## config.mk

```make
export PLATFORM = sky130hd
export DESIGN_NAME = dac_mode_sequencer
export DESIGN_NICKNAME = d
export VERILOG_FILES = /design/src/rtl/snos_pkg.sv /design/src/rtl/snos_sync.sv /design/src/rtl/dac_mode_sequencer.sv
export SDC_FILE = /design/constraint.sdc
export NUM_CORES = 1
export LEC_CHECK = 0
export ABC_AREA = 1
export BUFFER_PORTS_ARGS = -buffer_cell sky130_fd_sc_hd__buf_4
export CORE_AREA = 4 4 83 85
export CTS_CLUSTER_DIAMETER = 80
export DETAILED_ROUTE_END_ITERATION = 6
export DIE_AREA = 0 0 87 89
export PLACE_DENSITY = 0.77
export SYNTH_ARGS = -nofsm -noshare
export SYNTH_HDL_FRONTEND = slang
export SYNTH_HIERARCHICAL = 1
export SYNTH_SLANG_ARGS = --single-unit
```

## constraint.sdc

```tcl
create_clock -name clk -period 2.39 [get_ports clk]
set_clock_uncertainty 0.15 [all_clocks]
set_input_delay 0 -clock clk [delete_from_list [all_inputs] [get_ports clk]]
set_output_delay 0 -clock clk [all_outputs]
set_load 0.01 [all_outputs]
```

## src/rtl/snos_pkg.sv

```systemverilog
// ---------------------------------------------------------------------------
// snos_pkg
// Shared types and default timing constants for the DAC mode sequencer.
//   seq_state_t : sequencer phases
//   dac_cfg_t   : MCU-requested DAC configuration {fam48, f, dsd_on}
// ---------------------------------------------------------------------------
package snos_pkg;

    typedef enum logic [2:0] {
        BOOT,
        RUN,
        MUTE,
        STOP,
        RESET,
        SETTLE
    } seq_state_t;

    typedef struct packed {
        logic       fam48;
        logic [1:0] f;
        logic       dsd_on;
    } dac_cfg_t;

    localparam int unsigned DEF_SYNC_STAGES = 2;
    localparam int unsigned DEF_STABLE_CYC  = 1024;
    localparam int unsigned DEF_MUTE_CYC    = 4096;
    localparam int unsigned DEF_RST_CYC     = 256;
    localparam int unsigned DEF_SETTLE_CYC  = 8192;
    localparam int unsigned DEF_CNT_W       = 16;

endpackage

```

## src/rtl/snos_sync.sv

```systemverilog
// ---------------------------------------------------------------------------
// snos_sync
// Multi-stage flop synchronizer for a bundle of asynchronous single-bit inputs.
// Each bit is synchronized independently; no coherency across bits is implied.
//   clk     : destination clock
//   reset   : asynchronous active-high reset, clears all stages
//   data_i  : asynchronous inputs
//   data_o  : synchronized outputs (SYNC_STAGES cycles of latency)
// ---------------------------------------------------------------------------
module snos_sync #(
    parameter int unsigned WIDTH       = 1,
    parameter int unsigned SYNC_STAGES = 2
) (
    input  logic             clk,
    input  logic             reset,
    input  logic [WIDTH-1:0] data_i,
    output logic [WIDTH-1:0] data_o
);

    logic [SYNC_STAGES-1:0][WIDTH-1:0] stage_q;
    logic [SYNC_STAGES-1:0][WIDTH-1:0] stage_d;

    always_comb begin
        stage_d = {stage_q[SYNC_STAGES-2:0], data_i};
    end

    always_ff @(posedge clk or posedge reset) begin
        if (reset) begin
            stage_q <= '0;
        end else begin
            stage_q <= stage_d;
        end
    end

    assign data_o = stage_q[SYNC_STAGES-1];

endmodule

```

## src/rtl/dac_mode_sequencer.sv

```systemverilog
// ---------------------------------------------------------------------------
// dac_mode_sequencer
// Applies MCU-requested DAC mode changes through a glitch-free
// mute -> stop -> reset -> reconfigure -> settle -> unmute sequence, and gates
// the NOS transceiver (stream_en) so it never drives the DAC mid-reconfig.
//   clk, reset          : system clock, asynchronous active-high reset
//   mcu_*               : asynchronous MCU requests (synchronized internally)
//   dac_44_48/f/dsd     : applied configuration (dac_dsd: 0=DSD, 1=PCM)
//   dac_mute            : 1 = DAC muted
//   dac_reset           : active-low DAC reset
//   stream_en           : 1 = transceiver may run
//   busy                : 1 while a sequence is in progress
// ---------------------------------------------------------------------------
module dac_mode_sequencer
    import snos_pkg::*;
#(
    parameter int unsigned SYNC_STAGES = DEF_SYNC_STAGES,
    parameter int unsigned STABLE_CYC  = DEF_STABLE_CYC,
    parameter int unsigned MUTE_CYC    = DEF_MUTE_CYC,
    parameter int unsigned RST_CYC     = DEF_RST_CYC,
    parameter int unsigned SETTLE_CYC  = DEF_SETTLE_CYC,
    parameter int unsigned CNT_W       = DEF_CNT_W
) (
    input  logic       clk,
    input  logic       reset,
    input  logic       mcu_44_48,
    input  logic [1:0] mcu_f,
    input  logic       mcu_dsd_on,
    input  logic       mcu_mute,
    input  logic       mcu_dac_reset,
    output logic       dac_44_48,
    output logic [1:0] dac_f,
    output logic       dac_dsd,
    output logic       dac_mute,
    output logic       dac_reset,
    output logic       stream_en,
    output logic       busy
);

    // Terminal counts: a phase of N cycles exits when the counter reads N-1.
    localparam logic [CNT_W-1:0] STABLE_LAST = CNT_W'(STABLE_CYC - 1);
    localparam logic [CNT_W-1:0] MUTE_LAST   = CNT_W'(MUTE_CYC - 1);
    localparam logic [CNT_W-1:0] RST_LAST    = CNT_W'(RST_CYC - 1);
    localparam logic [CNT_W-1:0] SETTLE_LAST = CNT_W'(SETTLE_CYC - 1);

    // ---- Input synchronization -------------------------------------------
    logic [5:0] mcu_raw;
    logic [5:0] mcu_s;
    dac_cfg_t   cfg_s;
    logic       mute_req_s;
    logic       rst_req_n_s;

    assign mcu_raw = {mcu_44_48, mcu_f, mcu_dsd_on, mcu_mute, mcu_dac_reset};

    snos_sync #(
        .WIDTH       (6),
        .SYNC_STAGES (SYNC_STAGES)
    ) u_sync (
        .clk    (clk),
        .reset  (reset),
        .data_i (mcu_raw),
        .data_o (mcu_s)
    );

    assign cfg_s       = dac_cfg_t'(mcu_s[5:2]);
    assign mute_req_s  = mcu_s[1];
    assign rst_req_n_s = mcu_s[0];

    // ---- State -------------------------------------------------------------
    seq_state_t       state_q, state_d;
    logic [CNT_W-1:0] cnt_q, cnt_d;
    logic [CNT_W-1:0] stab_cnt_q, stab_cnt_d;
    dac_cfg_t         cfg_q, cfg_d;
    dac_cfg_t         cfg_prev_q;
    logic             dac_mute_q, dac_mute_d;
    logic             dac_reset_q, dac_reset_d;
    logic             stream_en_q, stream_en_d;
    logic             busy_q, busy_d;
    logic             pending;

    // ---- Stability filter ------------------------------------------------
    // The comparison against cfg_prev_q keeps a one-cycle glitch from firing
    // off a counter that is still saturated from an earlier stable value.
    always_comb begin
        stab_cnt_d = stab_cnt_q;
        if (state_q != RUN || cfg_s != cfg_prev_q) begin
            stab_cnt_d = '0;
        end else if (stab_cnt_q != STABLE_LAST) begin
            stab_cnt_d = stab_cnt_q + 1'b1;
        end
    end

    assign pending = (state_q == RUN) && (cfg_s == cfg_prev_q) && (cfg_s != cfg_q)
                   && (stab_cnt_q == STABLE_LAST);

    // ---- Sequencer next state ----------------------------------------------
    always_comb begin
        state_d = state_q;
        cfg_d   = cfg_q;
        unique case (state_q)
            BOOT: begin
                if (cnt_q == RST_LAST) begin
                    state_d = SETTLE;
                    cfg_d   = cfg_s;
                end
            end
            RUN: begin
                // Config change and forced reset share the same path.
                if (pending || !rst_req_n_s) begin
                    state_d = MUTE;
                end
            end
            MUTE: begin
                if (cnt_q == MUTE_LAST) begin
                    state_d = STOP;
                end
            end
            STOP: begin
                // Latch on RESET entry so dac_* change together with dac_reset falling.
                state_d = RESET;
                cfg_d   = cfg_s;
            end
            RESET: begin
                if (cnt_q >= RST_LAST && rst_req_n_s) begin
                    state_d = SETTLE;
                end
            end
            SETTLE: begin
                if (cnt_q == SETTLE_LAST) begin
                    state_d = RUN;
                end
            end
            default: begin
                state_d = BOOT;
            end
        endcase
    end

    // Phase counter: cleared on any transition, saturates so an extended
    // RESET cannot wrap back below the terminal count.
    always_comb begin
        cnt_d = cnt_q;
        if (state_d != state_q || state_q == RUN) begin
            cnt_d = '0;
        end else if (cnt_q != '1) begin
            cnt_d = cnt_q + 1'b1;
        end
    end

    // Outputs are decoded from the next state so they register in step with it.
    always_comb begin
        dac_mute_d  = (state_d == RUN) ? mute_req_s : 1'b1;
        stream_en_d = (state_d == RUN) || (state_d == MUTE);
        dac_reset_d = !((state_d == BOOT) || (state_d == RESET));
        busy_d      = (state_d != RUN);
    end

    always_ff @(posedge clk or posedge reset) begin
        if (reset) begin
            state_q     <= BOOT;
            cnt_q       <= '0;
            stab_cnt_q  <= '0;
            cfg_q       <= '0;
            cfg_prev_q  <= '0;
            dac_mute_q  <= 1'b1;
            dac_reset_q <= 1'b0;
            stream_en_q <= 1'b0;
            busy_q      <= 1'b1;
        end else begin
            state_q     <= state_d;
            cnt_q       <= cnt_d;
            stab_cnt_q  <= stab_cnt_d;
            cfg_q       <= cfg_d;
            cfg_prev_q  <= cfg_s;
            dac_mute_q  <= dac_mute_d;
            dac_reset_q <= dac_reset_d;
            stream_en_q <= stream_en_d;
            busy_q      <= busy_d;
        end
    end

    assign dac_44_48 = cfg_q.fam48;
    assign dac_f     = cfg_q.f;
    assign dac_dsd   = ~cfg_q.dsd_on;
    assign dac_mute  = dac_mute_q;
    assign dac_reset = dac_reset_q;
    assign stream_en = stream_en_q;
    assign busy      = busy_q;

    // ---- Safety properties -------------------------------------------------
    a_stream_off_in_reset : assert property (
        @(posedge clk) disable iff (reset) !(stream_en_q && !dac_reset_q));

    a_muted_outside_run : assert property (
        @(posedge clk) disable iff (reset) (state_q != RUN) |-> dac_mute_q);

endmodule

```

Yosys cells after proc, flatten, opt, wreduce, memory -nomap -nowiden:

Index checks and enable logic that the tools add are counted.

* add/subtract/negate cells: 2
* $lt $le $gt $ge: 1
* eq/ne operators: 21
* multiplexer cells: 13
* bitwise operators: 1
* reductions and logical operators: 17

Operators with widths (number)
* 16-bit two-way mux: 4
* 16-bit by 1-bit adder with 16-bit output (second input constant): 2
* 3-bit case mux with 6 select lines: 1
* 16-bit by 10-bit == test with 1-bit output (second input constant): 1
* 16-bit by 12-bit == test with 1-bit output (second input constant): 1
* 16-bit by 13-bit == test with 1-bit output (second input constant): 1
* 16-bit by 8-bit == test with 1-bit output (second input constant): 1
* 16-bit by 8-bit greater-or-equal comparator with 1-bit output (second input constant): 1
* 16-bit by 10-bit inequality test with 1-bit output (second input constant): 1
* 16-bit inequality test (second input constant): 1
* 3-bit two-way mux: 5
* 3-bit by 2-bit == test with 1-bit output (second input constant): 3
* 3-bit == test (second input constant): 3
* 4-bit inequality test: 2
* 4-bit case mux with 2 select lines: 1
* 3-bit by 1-bit == test with 1-bit output (second input constant): 2
* 3-bit zero test: 2
* 3-bit by 1-bit inequality test with 1-bit output (second input constant): 2
* 2-bit nonzero test: 3
* 1-bit logical OR: 5
* 4-bit == test: 1
* 1-bit logical AND: 4
* 4-bit two-way mux: 1
* 3-bit inequality test: 1
* 5 further kinds: 6

* bits in registers: 59
* bits of input ports: 8
* output and inout port bits: 8
* logic and storage cells: 70

Longest topological paths before layout:

* depth after elaboration: 10
* depth in mapped cells: 13
* gate-level depth less buffers: 13

Modules after synthesis:

Netlist, hierarchy kept.

Modules (own cells, without submodules)
* dac_mode_sequencer: instances 1, cells each 339, area each 2705.1 um^2, seq. area each 1178.6 um^2
* snos_sync: instances 1, cells each 13, area each 304.0 um^2, seq. area each 300.3 um^2

Worst setup path before layout:

Ideal clock, no wire load.

* kind: reg-to-reg
* from: reg cnt_q[0]
* to: reg cnt_q[6]
* setup time: 0.128 ns
* arrival: 1.614 ns
* data required time: 2.112 ns
* path slack: 0.499 ns
* cell stages (with the launch flop): 13
* path buffers: 1
* period minus slack after synthesis: 1.891 ns
* cells stage by stage: dfrtp_1 ha_1 nand2_2 nor2_4 nand2_2 nor2_4 nand3_2 nand2_2 nor2_4 nand3_1 nand3_4 buf_12 nor2_4

* word-level cells in the longest chain between the ends: 7
* elaborated cells on any way between the ends: 17
* those cells by class: add/sub (1); order compare (1); eq/ne (5); mux (7); reduce/logical (3)

RTL lines
* from (decl): RTL line dac_mode_sequencer.sv:71 `logic [CNT_W-1:0] cnt_q, cnt_d;`
* from (signal assigned): RTL line dac_mode_sequencer.sv:171 `cnt_q <= cnt_d;`
* 16-bit by 8-bit greater-or-equal comparator with 1-bit output: RTL line dac_mode_sequencer.sv:124 `if (cnt_q >= RST_LAST && rst_req_n_s) begin`
* 1-bit logical AND: RTL line dac_mode_sequencer.sv:124
* 3-bit two-way mux: RTL line dac_mode_sequencer.sv:124
* 3-bit case mux with 6 select lines: RTL line dac_mode_sequencer.sv:100 `unique case (state_q)`
* 3-bit inequality test: RTL line dac_mode_sequencer.sv:143 `if (state_d != state_q || state_q == RUN) begin`
* 1-bit logical OR: RTL line dac_mode_sequencer.sv:143
* 16-bit two-way mux or 2-bit nonzero test (tied branches)

Several ways; a longest one is shown, not always the timed one. The select of a mux whose other input is x is not followed.
A chain may end at the register's enable or synchronous reset.

Worst setup path in the final report:

* from: reg cnt_q[0]
* to: reg cnt_q[10]

Same word-level chain as after synthesis.

==> out/metrics.cfg <==
[detailed_routing]
dr.pass1.iters=4
routed_wl_um=5270
drcViolationCount=0
first_iter_violations=116
wl_per_cell_um=11.3
via_count=2272
drt-vias-per-instance=4.89
ant_nets=0

[run]
maxCapViolCount=0

[clocking]
cts_tree=built
clk_pin_slew_ps=80
cts_sinks=59
clk_latency_ps=350
cts_root_buf=clkbuf_8
numCtsBuffers=9
clk_path_buf_depth=2
cts_resized=0
postCtsHoldBufs=7
htreeDepth=3
post-cts-setup-buffers=0

[power]
leakagePower_nw=1.61
peakVddDrop_mv=0.415
power_mw=1.91
powerDensity_nw_per_um2=556

[finish]
fin_util_pct=55.5
final_layout_size_suffix_gt1_share_pct=22.7
n_antenna_cell=0
area_growth_pct=14.4
finish.instance_area_um2=3440
layout.nets=393
final-instance-count-excl-fill=465

[floorplanning]
dieArea_um2=7740
coreArea_um2=6200
fp-row-count=29
io_pins=16
start_util_pct=48.5
chipHeight_um=89
die_x_um=87

[logic_synthesis]
synth_edf_count=0
yosysTopAreaCell=dfrtp_1
netlist_top_cells_count=73 x nand2_1, 57 x dfrtp_1, 42 x inv_1
syn_nets=362
syn_area_per_cell_um2=8.55
synthTopCellsByArea=dfrtp_1 47%, nand2_1 9.1%, nor2_4 6.4%
synth_cell_types=30
syn-cell-area_um2=3010
ys_warn_count=6
ys.flop_type=dfrtp_1
synthArstFlopShare_pct=100
ys_ff_latch=59
yosysMostFrequentCell=nand2_1
yosysSeqAreaShare_pct=49.1
synth_cells=352
synth_top_area_share_pct=47.4

[sta]
fin_tns_setup_ps=0
setup_viol=0
worst_pin_slew_ps=498
setup_ws_ps=266
rsz0062_at_grt=no
slew_headroom_pct=66.7
fmax_mhz=471
slew_violations=0
final_hold_viol_count=0
whs_ps=79.1
period_share_pct=88.9
period_minus_slack_ps=2120

[grt]
grtUsageTotal_pct=15.9
grt_remaining_overflow=0
grt_pass1_wl_um=9490
grt_pass1_vias=2166
grt_max_degree=24
grt_antenna_before_repair=0

[worst_setup_path]
critical_path_class=flip-flop to flip-flop
critPathCaptureType=flip-flop
crit_fanout=16
cp.required_ps=2500
arrival_ps=2240
startpoint_type=flip-flop

[min_path]
min_path_type=input pin to asynchronous set/reset pin

[placed_design]
io_buffer_count=15
dp_hpwl_um=3780
place_congestion=0.842
postPlaceCellArea_um2=3190
pre_cts_ws_ps=255
placed_cells=442

[status]
status=completed

-- critical path: stages (launching register included) --
cell	delay [ps]
dfrtp_1	390
ha_1	220
nand2_2	80
nor2_4	110
nand2_2	90
nor2_4	120
nand3_2	110
nand2_2	100
nor2_4	50
nand3_1	120
nand3_4	320
nor2_1	190
-- where the power goes --
| group | total (mW) | internal, mW | leakage [nW] | switching (mW) |
|---|---|---|---|---|
| sequential | 1.02 | 1.01 | 0.766 | 0.00827 |
| clock | 0.837 | 0.393 | 0.0925 | 0.444 |
| combinational | 0.0569 | 0.0233 | 0.752 | 0.0336 |
| total | 1.91 | 1.43 | 1.61 | 0.486 |
-- area by class of cell --
cell class | instances | area, um^2
multi-input cells | 232 | 1270
fillers | 541 | 2760
inverters | 56 | 210
clock inverters | 7 | 58.8
repair buffers | 25 | 205
flip-flops and latches | 59 | 1480
clock buffers | 9 | 124
well taps | 77 | 96.3
-- flip-flops by register name, indices dropped and copies added, names as in the netlist --
name            flops
cnt_q              16
stab_cnt_q         16
u_sync/data_o       6
u_sync/stage_d      6
cfg_prev_q          4
state_q             3
dac_f               2
busy                1
cfg_q               1
dac_44_48           1
dac_mute            1
dac_reset           1
stream_en           1
-- final timing paths --
path,start,depth (start not counted),slack [ps],endpoint
worst min register to register,u_sync/stage_d[9],0,200,u_sync/data_o[3]
worst max-delay path,cnt_q[0],11,270,cnt_q[10]
min in group clk,mcu_44_48,2,140,u_sync/stage_d[11]
worst min-delay path,reset,3,80,u_sync/data_o[2]
max in group asynchronous,reset,4,1380,stab_cnt_q[10]
worst max register to register,cnt_q[0],11,270,cnt_q[10]
-- cells by family (layout without fill, tap and decap cells) --
kind of cell             Yosys count  count (layout)  synth area share [%]
adder cells (fa/ha/maj)            2               2                 0.831
multiplexers                       1               1                 0.333
flip-flops                        59              59                  49.1
AO/OA/AOI/OAI                     30              30                  5.49
AND/OR/NAND/NOR                  191             191                  33.2
buffers and inverters             61              97                  8.69
XOR/XNOR                           8               8                  2.33
-- layout by cell type, fill, tap and decap left out, types with 2 or more instances in the layout --
| master | Yosys | routed |
|---|---|---|
| nor3_1 | 13 | 13 |
| nor2_1 | 37 | 37 |
| a21oi_1 | 6 | 6 |
| o21ai_0 | 19 | 19 |
| dlygate4sd3_1 | 0 | 7 |
| dfstp_2 | 2 | 2 |
| nand4_1 | 3 | 3 |
| nand2_1 | 73 | 73 |
| nand3_2 | 3 | 3 |
| a211oi_1 | 2 | 2 |
| inv_2 | 14 | 15 |
| nand3_4 | 2 | 2 |
| inv_6 | 0 | 3 |
| nand3_1 | 27 | 27 |
| inv_1 | 42 | 41 |
| ha_1 | 2 | 2 |
| xnor2_1 | 3 | 3 |
| nand2_4 | 2 | 2 |
| buf_4 | 2 | 18 |
| clkbuf_8 | 0 | 9 |
| nor2_2 | 3 | 3 |
| xor2_1 | 5 | 5 |
| dfrtp_1 | 57 | 57 |
| nor4_1 | 2 | 2 |
| nor2_4 | 17 | 17 |
| nand2_2 | 9 | 9 |
-- metal layers --
layer,wire length (um),GRT usage [%],up-vias
li1,-,-,1169
met1,2410,18.8,1053
met2,2590,26.1,42
met3,190,6.45,8
met4,84,6.09,0
met5,0,0,-
Note: power is estimated with default switching activity, not from simulation.
